**config.mk**
```make
export PLATFORM = sky130hd
export DESIGN_NAME = megapacket_arbiter_flat
export DESIGN_NICKNAME = d
export VERILOG_FILES = /design/src/rtl/megapacket_arbiter_if.sv /design/src/rtl/megapacket_arbiter.sv /design/src/flat_wrapper.sv
export SDC_FILE = /design/constraint.sdc
export NUM_CORES = 1
export LEC_CHECK = 0
export BUFFER_PORTS_ARGS = -buffer_cell sky130_fd_sc_hd__buf_4
export CAP_MARGIN = 20
export CORE_MARGIN = 4
export CORE_UTILIZATION = 52
export DETAILED_ROUTE_END_ITERATION = 6
export PLACE_DENSITY = 0.81
export SYNTH_ARGS = -nofsm -noshare
export SYNTH_HDL_FRONTEND = slang
export SYNTH_SLANG_ARGS = --single-unit
```
**constraint.sdc**
```tcl
create_clock -name aclk -period 3.4 [get_ports aclk]
set_clock_uncertainty 0.05 [all_clocks]
set_input_delay 0.34 -clock aclk [delete_from_list [all_inputs] [get_ports aclk]]
set_output_delay 0.34 -clock aclk [all_outputs]
set_load 0.005 [all_outputs]
```
**src/rtl/megapacket_arbiter_if.sv**
```systemverilog
// megapacket_arbiter_if: the two upstream streams and the merged downstream stream of the arbiter
interface megapacket_arbiter_if #(
  parameter int DATA_W = 32
);
  logic [DATA_W-1:0] s0_tdata;
  logic              s0_tvalid;
  logic              s0_tlast;
  logic              s0_tready;
  logic [DATA_W-1:0] s1_tdata;
  logic              s1_tvalid;
  logic              s1_tlast;
  logic              s1_tready;
  logic [DATA_W-1:0] m_tdata;
  logic              m_tvalid;
  logic              m_tlast;
  logic              m_tdest;
  logic              m_tready;
  modport slave (
    input  s0_tdata, s0_tvalid, s0_tlast,
    input  s1_tdata, s1_tvalid, s1_tlast,
    input  m_tready,
    output s0_tready, s1_tready,
    output m_tdata, m_tvalid, m_tlast, m_tdest
  );
  modport master (
    output s0_tdata, s0_tvalid, s0_tlast,
    output s1_tdata, s1_tvalid, s1_tlast,
    output m_tready,
    input  s0_tready, s1_tready,
    input  m_tdata, m_tvalid, m_tlast, m_tdest
  );
endinterface

```
**src/rtl/megapacket_arbiter.sv**
```systemverilog
// megapacket_arbiter: packet-granular round-robin merge of two AXI-Stream channels with a length cap
module megapacket_arbiter #(
  parameter int DATA_W = 32,
  parameter int CNT_W  = 32
) (
  input  logic                aclk,
  input  logic                rst,
  input  logic                enable,
  input  logic [15:0]         max_beats,
  megapacket_arbiter_if.slave bus,
  output logic [CNT_W-1:0]    pkt_count0,
  output logic [CNT_W-1:0]    pkt_count1,
  output logic                err_overlen
);
  typedef enum logic {IDLE, BUSY} state_t;
  state_t            r_state;
  logic              r_g;
  logic              r_last_grant;
  logic [15:0]       r_beat_cnt;
  logic [15:0]       r_max;
  logic [DATA_W-1:0] r_tdata;
  logic              r_tvalid;
  logic              r_tlast;
  logic              r_tdest;
  logic [CNT_W-1:0]  r_cnt0;
  logic [CNT_W-1:0]  r_cnt1;
  logic              r_err;
  logic              w_load;
  logic              w_rdy;
  logic              w_sv;
  logic              w_sl;
  logic [DATA_W-1:0] w_sd;
  logic              w_force;
  logic              w_acc;
  logic              w_end;
  assign w_load  = !r_tvalid || bus.m_tready;
  assign w_sv    = r_g ? bus.s1_tvalid : bus.s0_tvalid;
  assign w_sl    = r_g ? bus.s1_tlast : bus.s0_tlast;
  assign w_sd    = r_g ? bus.s1_tdata : bus.s0_tdata;
  // tready is gated by rst so nothing is accepted while reset is held
  assign w_rdy   = rst && r_state == BUSY && w_load;
  assign w_acc   = w_sv && w_rdy;
  assign w_force = r_max != 16'd0 && r_beat_cnt == r_max - 16'd1;
  assign w_end   = w_acc && (w_sl || w_force);
  assign bus.s0_tready = w_rdy && !r_g;
  assign bus.s1_tready = w_rdy && r_g;
  assign bus.m_tdata   = r_tdata;
  assign bus.m_tvalid  = r_tvalid;
  assign bus.m_tlast   = r_tlast;
  assign bus.m_tdest   = r_tdest;
  assign pkt_count0    = r_cnt0;
  assign pkt_count1    = r_cnt1;
  assign err_overlen   = r_err;
  always_ff @(posedge aclk) begin
    if (!rst) begin
      r_state      <= IDLE;
      r_g          <= 1'b0;
      r_last_grant <= 1'b1;
      r_beat_cnt   <= 16'd0;
      r_max        <= max_beats;
      r_tdata      <= '0;
      r_tvalid     <= 1'b0;
      r_tlast      <= 1'b0;
      r_tdest      <= 1'b0;
      r_cnt0       <= '0;
      r_cnt1       <= '0;
      r_err        <= 1'b0;
    end else begin
      if (w_load) begin
        r_tvalid <= w_acc;
        if (w_acc) begin
          r_tdata <= w_sd;
          r_tlast <= w_sl || w_force;
          r_tdest <= r_g;
        end
      end
      if (r_state == IDLE) begin
        if (enable && (bus.s0_tvalid || bus.s1_tvalid)) begin
          r_state <= BUSY;
          r_g     <= bus.s1_tvalid && (!bus.s0_tvalid || !r_last_grant);
        end
      end else if (w_acc) begin
        r_beat_cnt <= w_end ? 16'd0 : r_beat_cnt + 16'd1;
        if (w_end) begin
          r_state      <= IDLE;
          r_last_grant <= r_g;
          if (r_g) r_cnt1 <= r_cnt1 + CNT_W'(1);
          else r_cnt0 <= r_cnt0 + CNT_W'(1);
          if (w_force && !w_sl) r_err <= 1'b1;
        end
      end
    end
  end
endmodule

```
**src/flat_wrapper.sv**
```systemverilog
// flat-port wrapper written by rule: the top's interface ports become plain ports
module megapacket_arbiter_flat 
#(
  parameter int DATA_W = 32,
  parameter int CNT_W  = 32
)
  (aclk, rst, enable, max_beats, pkt_count0, pkt_count1, err_overlen, bus_s0_tdata, bus_s0_tvalid, bus_s0_tlast, bus_s1_tdata, bus_s1_tvalid, bus_s1_tlast, bus_m_tready, bus_s0_tready, bus_s1_tready, bus_m_tdata, bus_m_tvalid, bus_m_tlast, bus_m_tdest);
  megapacket_arbiter_if #(.DATA_W(DATA_W)) bus_i ();
  input  logic aclk;
  input  logic rst;
  input  logic enable;
  input  logic [15:0] max_beats;
  output logic [CNT_W-1:0] pkt_count0;
  output logic [CNT_W-1:0] pkt_count1;
  output logic err_overlen;
  input wire logic [$bits(bus_i.s0_tdata)-1:0] bus_s0_tdata;
  input wire logic [$bits(bus_i.s0_tvalid)-1:0] bus_s0_tvalid;
  input wire logic [$bits(bus_i.s0_tlast)-1:0] bus_s0_tlast;
  input wire logic [$bits(bus_i.s1_tdata)-1:0] bus_s1_tdata;
  input wire logic [$bits(bus_i.s1_tvalid)-1:0] bus_s1_tvalid;
  input wire logic [$bits(bus_i.s1_tlast)-1:0] bus_s1_tlast;
  input wire logic [$bits(bus_i.m_tready)-1:0] bus_m_tready;
  output wire logic [$bits(bus_i.s0_tready)-1:0] bus_s0_tready;
  output wire logic [$bits(bus_i.s1_tready)-1:0] bus_s1_tready;
  output wire logic [$bits(bus_i.m_tdata)-1:0] bus_m_tdata;
  output wire logic [$bits(bus_i.m_tvalid)-1:0] bus_m_tvalid;
  output wire logic [$bits(bus_i.m_tlast)-1:0] bus_m_tlast;
  output wire logic [$bits(bus_i.m_tdest)-1:0] bus_m_tdest;
  assign bus_i.s0_tdata = bus_s0_tdata;
  assign bus_i.s0_tvalid = bus_s0_tvalid;
  assign bus_i.s0_tlast = bus_s0_tlast;
  assign bus_i.s1_tdata = bus_s1_tdata;
  assign bus_i.s1_tvalid = bus_s1_tvalid;
  assign bus_i.s1_tlast = bus_s1_tlast;
  assign bus_i.m_tready = bus_m_tready;
  assign bus_s0_tready = bus_i.s0_tready;
  assign bus_s1_tready = bus_i.s1_tready;
  assign bus_m_tdata = bus_i.m_tdata;
  assign bus_m_tvalid = bus_i.m_tvalid;
  assign bus_m_tlast = bus_i.m_tlast;
  assign bus_m_tdest = bus_i.m_tdest;
  megapacket_arbiter #(.DATA_W(DATA_W), .CNT_W(CNT_W)) u_core (.aclk(aclk), .rst(rst), .enable(enable), .max_beats(max_beats), .bus(bus_i), .pkt_count0(pkt_count0), .pkt_count1(pkt_count1), .err_overlen(err_overlen));
endmodule
```
* Word-level counts from Yosys, hierarchy flattened
Index checks and enable logic that the tools add are counted.
** Operators by class
- Eq/ne operators :: 1
- Reduce and logical (&&, ||, !) cells :: 27
- Bitwise gates (word level) :: 2
- Multiplexer cells :: 8
- $add $sub $neg :: 4
** Operators with widths (number)
- $add 32x1->32 const B :: 2
- $mux 32 :: 1
- $add 16x1->16 const B :: 1
- $eq 16x16->1 :: 1
- $mux 16 :: 1
- $reduce_bool 16->1 :: 1
- $sub 16x1->16 const B :: 1
- $reduce_and 4->1 :: 3
- $logic_and 1x1->1 :: 10
- $mux 1 :: 6
- $reduce_and 2->1 :: 3
- $logic_not 1->1 :: 5
- $logic_or 1x1->1 :: 4
- $reduce_and 3->1 :: 1
- $not 1->1 :: 2
** Word-level totals
- Input port bits :: 88
- Output and inout port bits :: 102
- Register bits after elaboration :: 135
- Word-level logic and storage cells :: 54

* Longest topological paths before layout
- Word-level depth :: 8
- Mapped depth :: 12

* Worst setup path after synthesis
Ideal clock, no wire load.
- Path type :: register to register
- Start point :: register u_core.r_max[0]
- End point :: register u_core.r_cnt1[26], in the netlist u_core.pkt_count1[26]
- Stages on the path, launching flop included :: 12
- Arrival time :: 2.970 ns
- Slack :: 0.299 ns
- Library setup time :: 0.081 ns
- Period minus slack after synthesis :: 3.101 ns
- Cell sequence :: edfxtp_1 > inv_1 > ha_1 > or4b_4 > or3_4 > nor4b_2 > a311o_1 > and4_4 > a21boi_4 > buf_6 > or4_1 > a21oi_1
** On the way
- Longest elaborated chain between the ends :: 6
** Ends and longest elaborated chain
- from (decl) :: line megapacket_arbiter.sv:20 : logic [15:0] r_max;
- from (signal assigned) :: line megapacket_arbiter.sv:60 : r_max <= max_beats;
- $sub 16x1->16 :: line megapacket_arbiter.sv:43 : assign w_force = r_max != 16'd0 && r_beat_cnt == r_max - 16'd1;
- $eq 16x16->1 :: line megapacket_arbiter.sv:43
- $logic_and 1x1->1 * :: line megapacket_arbiter.sv:43
- $logic_or 1x1->1 * :: line megapacket_arbiter.sv:44 : assign w_end = w_acc && (w_sl || w_force);
- $logic_and 1x1->1 * :: line megapacket_arbiter.sv:44
- $reduce_and 4->1 (no line) *
- to (signal assigned) :: line megapacket_arbiter.sv:87 : if (r_g) r_cnt1 <= r_cnt1 + CNT_W'(1);
- to (decl) :: line megapacket_arbiter.sv:26 : logic [CNT_W-1:0] r_cnt1;
Mark *: on every way between the ends. The rest lies on a longest branch, timed or not.
A chain may end at the register's enable or synchronous reset.

* Final worst setup path
- Start point :: register u_core.r_max[0]
- End point :: register u_core.r_cnt1[15], in the netlist u_core.pkt_count1[15]
The elaborated chain is that of the path after synthesis.

==> flow_metrics.py <==
metrics = {
    "sta": {
        "post-route-min-period_ns": 3.34,
        "timing.final.max_slew_violations": 0,
        "fmax_mhz": 299,
        "report.final.hold_viol_count": 0,
        "final.period_utilization": 0.982,
        "timing.setup.tns_ns": 0,
        "worst_slew_pin_slew_ns": 0.979,
        "postLayoutSetupSlackWorst_ns": 0.0601,
        "slew_headroom": 0.346,
        "count_of_final_setup_violators": 0,
    },
    "synthesis": {
        "synth_top_flop_cell": "sky130_fd_sc_hd__dfxtp_1",
        "synth.most_common_cell": "sky130_fd_sc_hd__dfxtp_1",
        "synth_top_cell_by_area": "sky130_fd_sc_hd__dfxtp_1",
        "netlist.area_leader.share": 0.359,
        "netlist_cell_types": 55,
        "post_synth_instance_area_sq_mm": 0.00664,
        "ys_seq_elements": 135,
        "seq_area_frac_synth": 0.431,
        "synth.net_count": 832,
        "postSynth.asyncResetShare": 0,
        "postSynthCellCount": 740,
        "synth_area_per_cell_sq_um": 8.97,
        "count_of_flip_flops_with_a_built_in_enable_after_synthesis": 16,
        "post_synth_most_frequent_cells": "119 x sky130_fd_sc_hd__dfxtp_1, 65 x sky130_fd_sc_hd__nor2_1, 61 x sky130_fd_sc_hd__a21oi_1",
        "synthTopCellsByArea": "sky130_fd_sc_hd__dfxtp_1 36%, sky130_fd_sc_hd__edfxtp_1 7.2%, sky130_fd_sc_hd__mux2i_1 6.6%",
        "synth-warning-count": 0,
    },
    "clock_tree": {
        "h-tree-depth": 4,
        "max-clock-path-buffers": 2,
        "clock_insertion_delay_worst_skew_ns": 0.42,
        "root_buffer": "sky130_fd_sc_hd__clkbuf_16",
        "cts_sinks": 135,
        "clk_transition_reported_paths_ns": 0.06,
        "tritoncts": "done",
        "numCtsBuffers": 17,
    },
    "routing": {
        "ant_nets": 0,
        "postRouteWirelength_mm": 19.0,
        "drcViolationCount": 0,
        "drt-pass1-iter-count": 5,
        "route.detailed.wl_per_inst_microns": 17.2,
        "viasPerCell": 5.87,
        "drt_iter0_drc": 591,
        "routed-via-count": 6512,
    },
    "power": {
        "worst_ir_drop_vdd_mv": 0.343,
        "leakagePower_nw": 3.35,
        "power_density_mw_per_mm2": 419,
    },
    "grt": {
        "grt_use_total": 0.237,
        "grt_start_max_net_pins": 67,
        "grt_first_pass_wirelength_mm": 28.0,
        "grt_pass1_vias": 5769,
        "grt_overflow_total": 0,
        "number_of_antenna_violations_at_the_first_check_in_global_routing": 0,
    },
    "critical_path": {
        "biggest_fanout_along_the_worst_timing_path": 13,
        "worst_ep_arrival_time_ns": 3.63,
        "worst-setup-path-type": "register to register",
        "worst_setup_path_end_kind": "register",
        "cp-start-kind": "register",
        "worst-endpoint-required_ns": 3.69,
    },
    "cells_and_area": {
        "num-fill-cells": 999,
        "area_growth_pct": 34.8,
        "antenna_cells_inserted": 0,
        "final_area_sq_mm": 0.00895,
        "finish.net_count": 1017,
        "final_util": 0.712,
        "layout_cells_sized_above_1": 0.286,
    },
    "floorplan": {
        "placement_rows": 41,
        "die-width_microns": 121,
        "die_area_sq_mm": 0.0146,
        "initial_utilization": 0.528,
        "core_area_sq_mm": 0.0126,
        "die_y_microns": 121,
        "ioPinCount": 190,
    },
    "placement": {
        "placed_cell_area_sq_mm": 0.00817,
        "detailedPlacementHpwl_mm": 12.2,
        "gp_routability_congestion": 0.849,
        "number_of_buffers_inserted_by_port_buffering": 189,
        "dp_worst_setup_slack_ns": -0.00355,
    },
    "status": {
        "run_status": "complete, no violations",
    },
    "run": {
        "reported_max_cap_violation_count": 0,
    },
    "worst_hold_path": {
        "worstHoldPathType": "input pin to register",
    },
}
critical path, cell delays in order, from the launching register on:
cell and delay (ns):
sky130_fd_sc_hd__edfxtp_1 0.44, sky130_fd_sc_hd__inv_2 0.10, sky130_fd_sc_hd__ha_4 0.14, sky130_fd_sc_hd__or4b_4 0.47, sky130_fd_sc_hd__or3_4 0.36, sky130_fd_sc_hd__nor4b_2 0.26
sky130_fd_sc_hd__a311o_1 0.17, sky130_fd_sc_hd__and4_4 0.27, sky130_fd_sc_hd__a21boi_4 0.12, sky130_fd_sc_hd__clkbuf_16 0.20, sky130_fd_sc_hd__or4_1 0.51, sky130_fd_sc_hd__a21oi_1 0.16
sequential cells by signal, indices dropped and copies added, names as in the netlist:
signal / flops
u_core.bus.m_tdata: 32
u_core.pkt_count0: 32
u_core.pkt_count1: 32
u_core.r_beat_cnt: 16
u_core.r_max: 16
u_core.bus.m_tdest: 1
u_core.bus.m_tlast: 1
u_core.bus.m_tvalid: 1
u_core.err_overlen: 1
u_core.r_g: 1
u_core.r_last_grant: 1
u_core.r_state: 1
final timing paths:
path / start / to / slack [ns] / cells after the start
max: u_core.r_max[0]$_DFFE_PN_ / u_core.pkt_count1[15]$_SDFFE_PN0P_ / 0.06 / 11
min: max_beats[7] / u_core.r_max[7]$_DFFE_PN_ / 0.05 / 1
max reg2reg: u_core.r_max[0]$_DFFE_PN_ / u_core.pkt_count1[15]$_SDFFE_PN0P_ / 0.06 / 11
min reg2reg: u_core.bus.m_tdest$_SDFFE_PN0P_ / u_core.bus.m_tdest$_SDFFE_PN0P_ / 0.41 / 2
power breakdown:
group / switching (mW) / total (mW) / internal [mW]
logic: 0.177 / 0.366 / 0.188
registers: 0.0348 / 1.69 / 1.65
clock network: 0.672 / 1.69 / 1.02
total: 0.884 / 3.75 / 2.86
repair_timing:
item	in CTS	in global routing
pin swaps	0	5
hold buffers	0	0
buffers inserted	0	3
cloned	0	8
gates resized for setup	1	14
endpoints found under the setup margin	3	65
metrics by stage:
stage / hold WS (ns) / power (mW) / std cells
after floorplan: 0.385 / 1.89 / 740
after global placement: 0.398 / 2.03 / 1067
after detailed placement: 0.408 / 2.04 / 1067
after CTS: 0.0366 / 3.72 / 1098
after global routing: 0.0304 / 3.88 / 1109
final: 0.0492 / 3.75 / 1109
logic make-up (layout without fill, tap and decap cells):
kind of cell | after synthesis | after routing | share of synthesized area
simple gates | 297 | 297 | 0.245
compound gates | 170 | 171 | 0.167
flops | 135 | 135 | 0.431
buf+inv | 60 | 256 | 0.0420
mux | 45 | 45 | 0.0681
xor+xnor | 29 | 29 | 0.0383
fa+ha+maj | 4 | 4 | 0.00754
cell type report:
type	count	area (sq um)	share of cell area
Multi-Input combinational cell	546	3570	0.399
Sequential cell	135	2860	0.320
Timing Repair Buffer	213	1710	0.191
Clock buffer	23	499	0.0558
Tap cell	172	215	0.0240
Clock inverter	8	46.3	0.00517
Inverter	12	46.3	0.00517
layer usage:
layer  global-route usage  routed length (microns)
met5                    0                        0
met4               0.0814                      478
met3               0.0774                     1350
met2                0.404                     9730
met1                0.280                     7480
cells in the final DEF (no fill, tap or decap), types with 3 or more instances in the layout:
master,count
sky130_fd_sc_hd__nor3_1,10
sky130_fd_sc_hd__clkinv_2,7
sky130_fd_sc_hd__a211oi_1,32
sky130_fd_sc_hd__clkbuf_16,22
sky130_fd_sc_hd__nand3_1,29
sky130_fd_sc_hd__edfxtp_1,16
sky130_fd_sc_hd__nor2b_1,7
sky130_fd_sc_hd__xor2_1,14
sky130_fd_sc_hd__inv_1,9
sky130_fd_sc_hd__and4_1,5
sky130_fd_sc_hd__o31ai_1,52
sky130_fd_sc_hd__ha_1,3
sky130_fd_sc_hd__or2_2,3
sky130_fd_sc_hd__xnor2_1,15
sky130_fd_sc_hd__buf_4,204
sky130_fd_sc_hd__a21oi_1,56
sky130_fd_sc_hd__o21ai_0,13
sky130_fd_sc_hd__or3_1,3
sky130_fd_sc_hd__nand4_1,20
sky130_fd_sc_hd__clkbuf_8,3
sky130_fd_sc_hd__nand2_1,56
sky130_fd_sc_hd__nor4_1,5
sky130_fd_sc_hd__and2_1,5
sky130_fd_sc_hd__nand2b_1,7
sky130_fd_sc_hd__a21oi_2,5
sky130_fd_sc_hd__mux2i_1,44
sky130_fd_sc_hd__and3_1,17
sky130_fd_sc_hd__dfxtp_1,118
sky130_fd_sc_hd__buf_6,3
sky130_fd_sc_hd__or4_1,48
sky130_fd_sc_hd__nor2_1,64
Power figures use the tool's default switching activity.
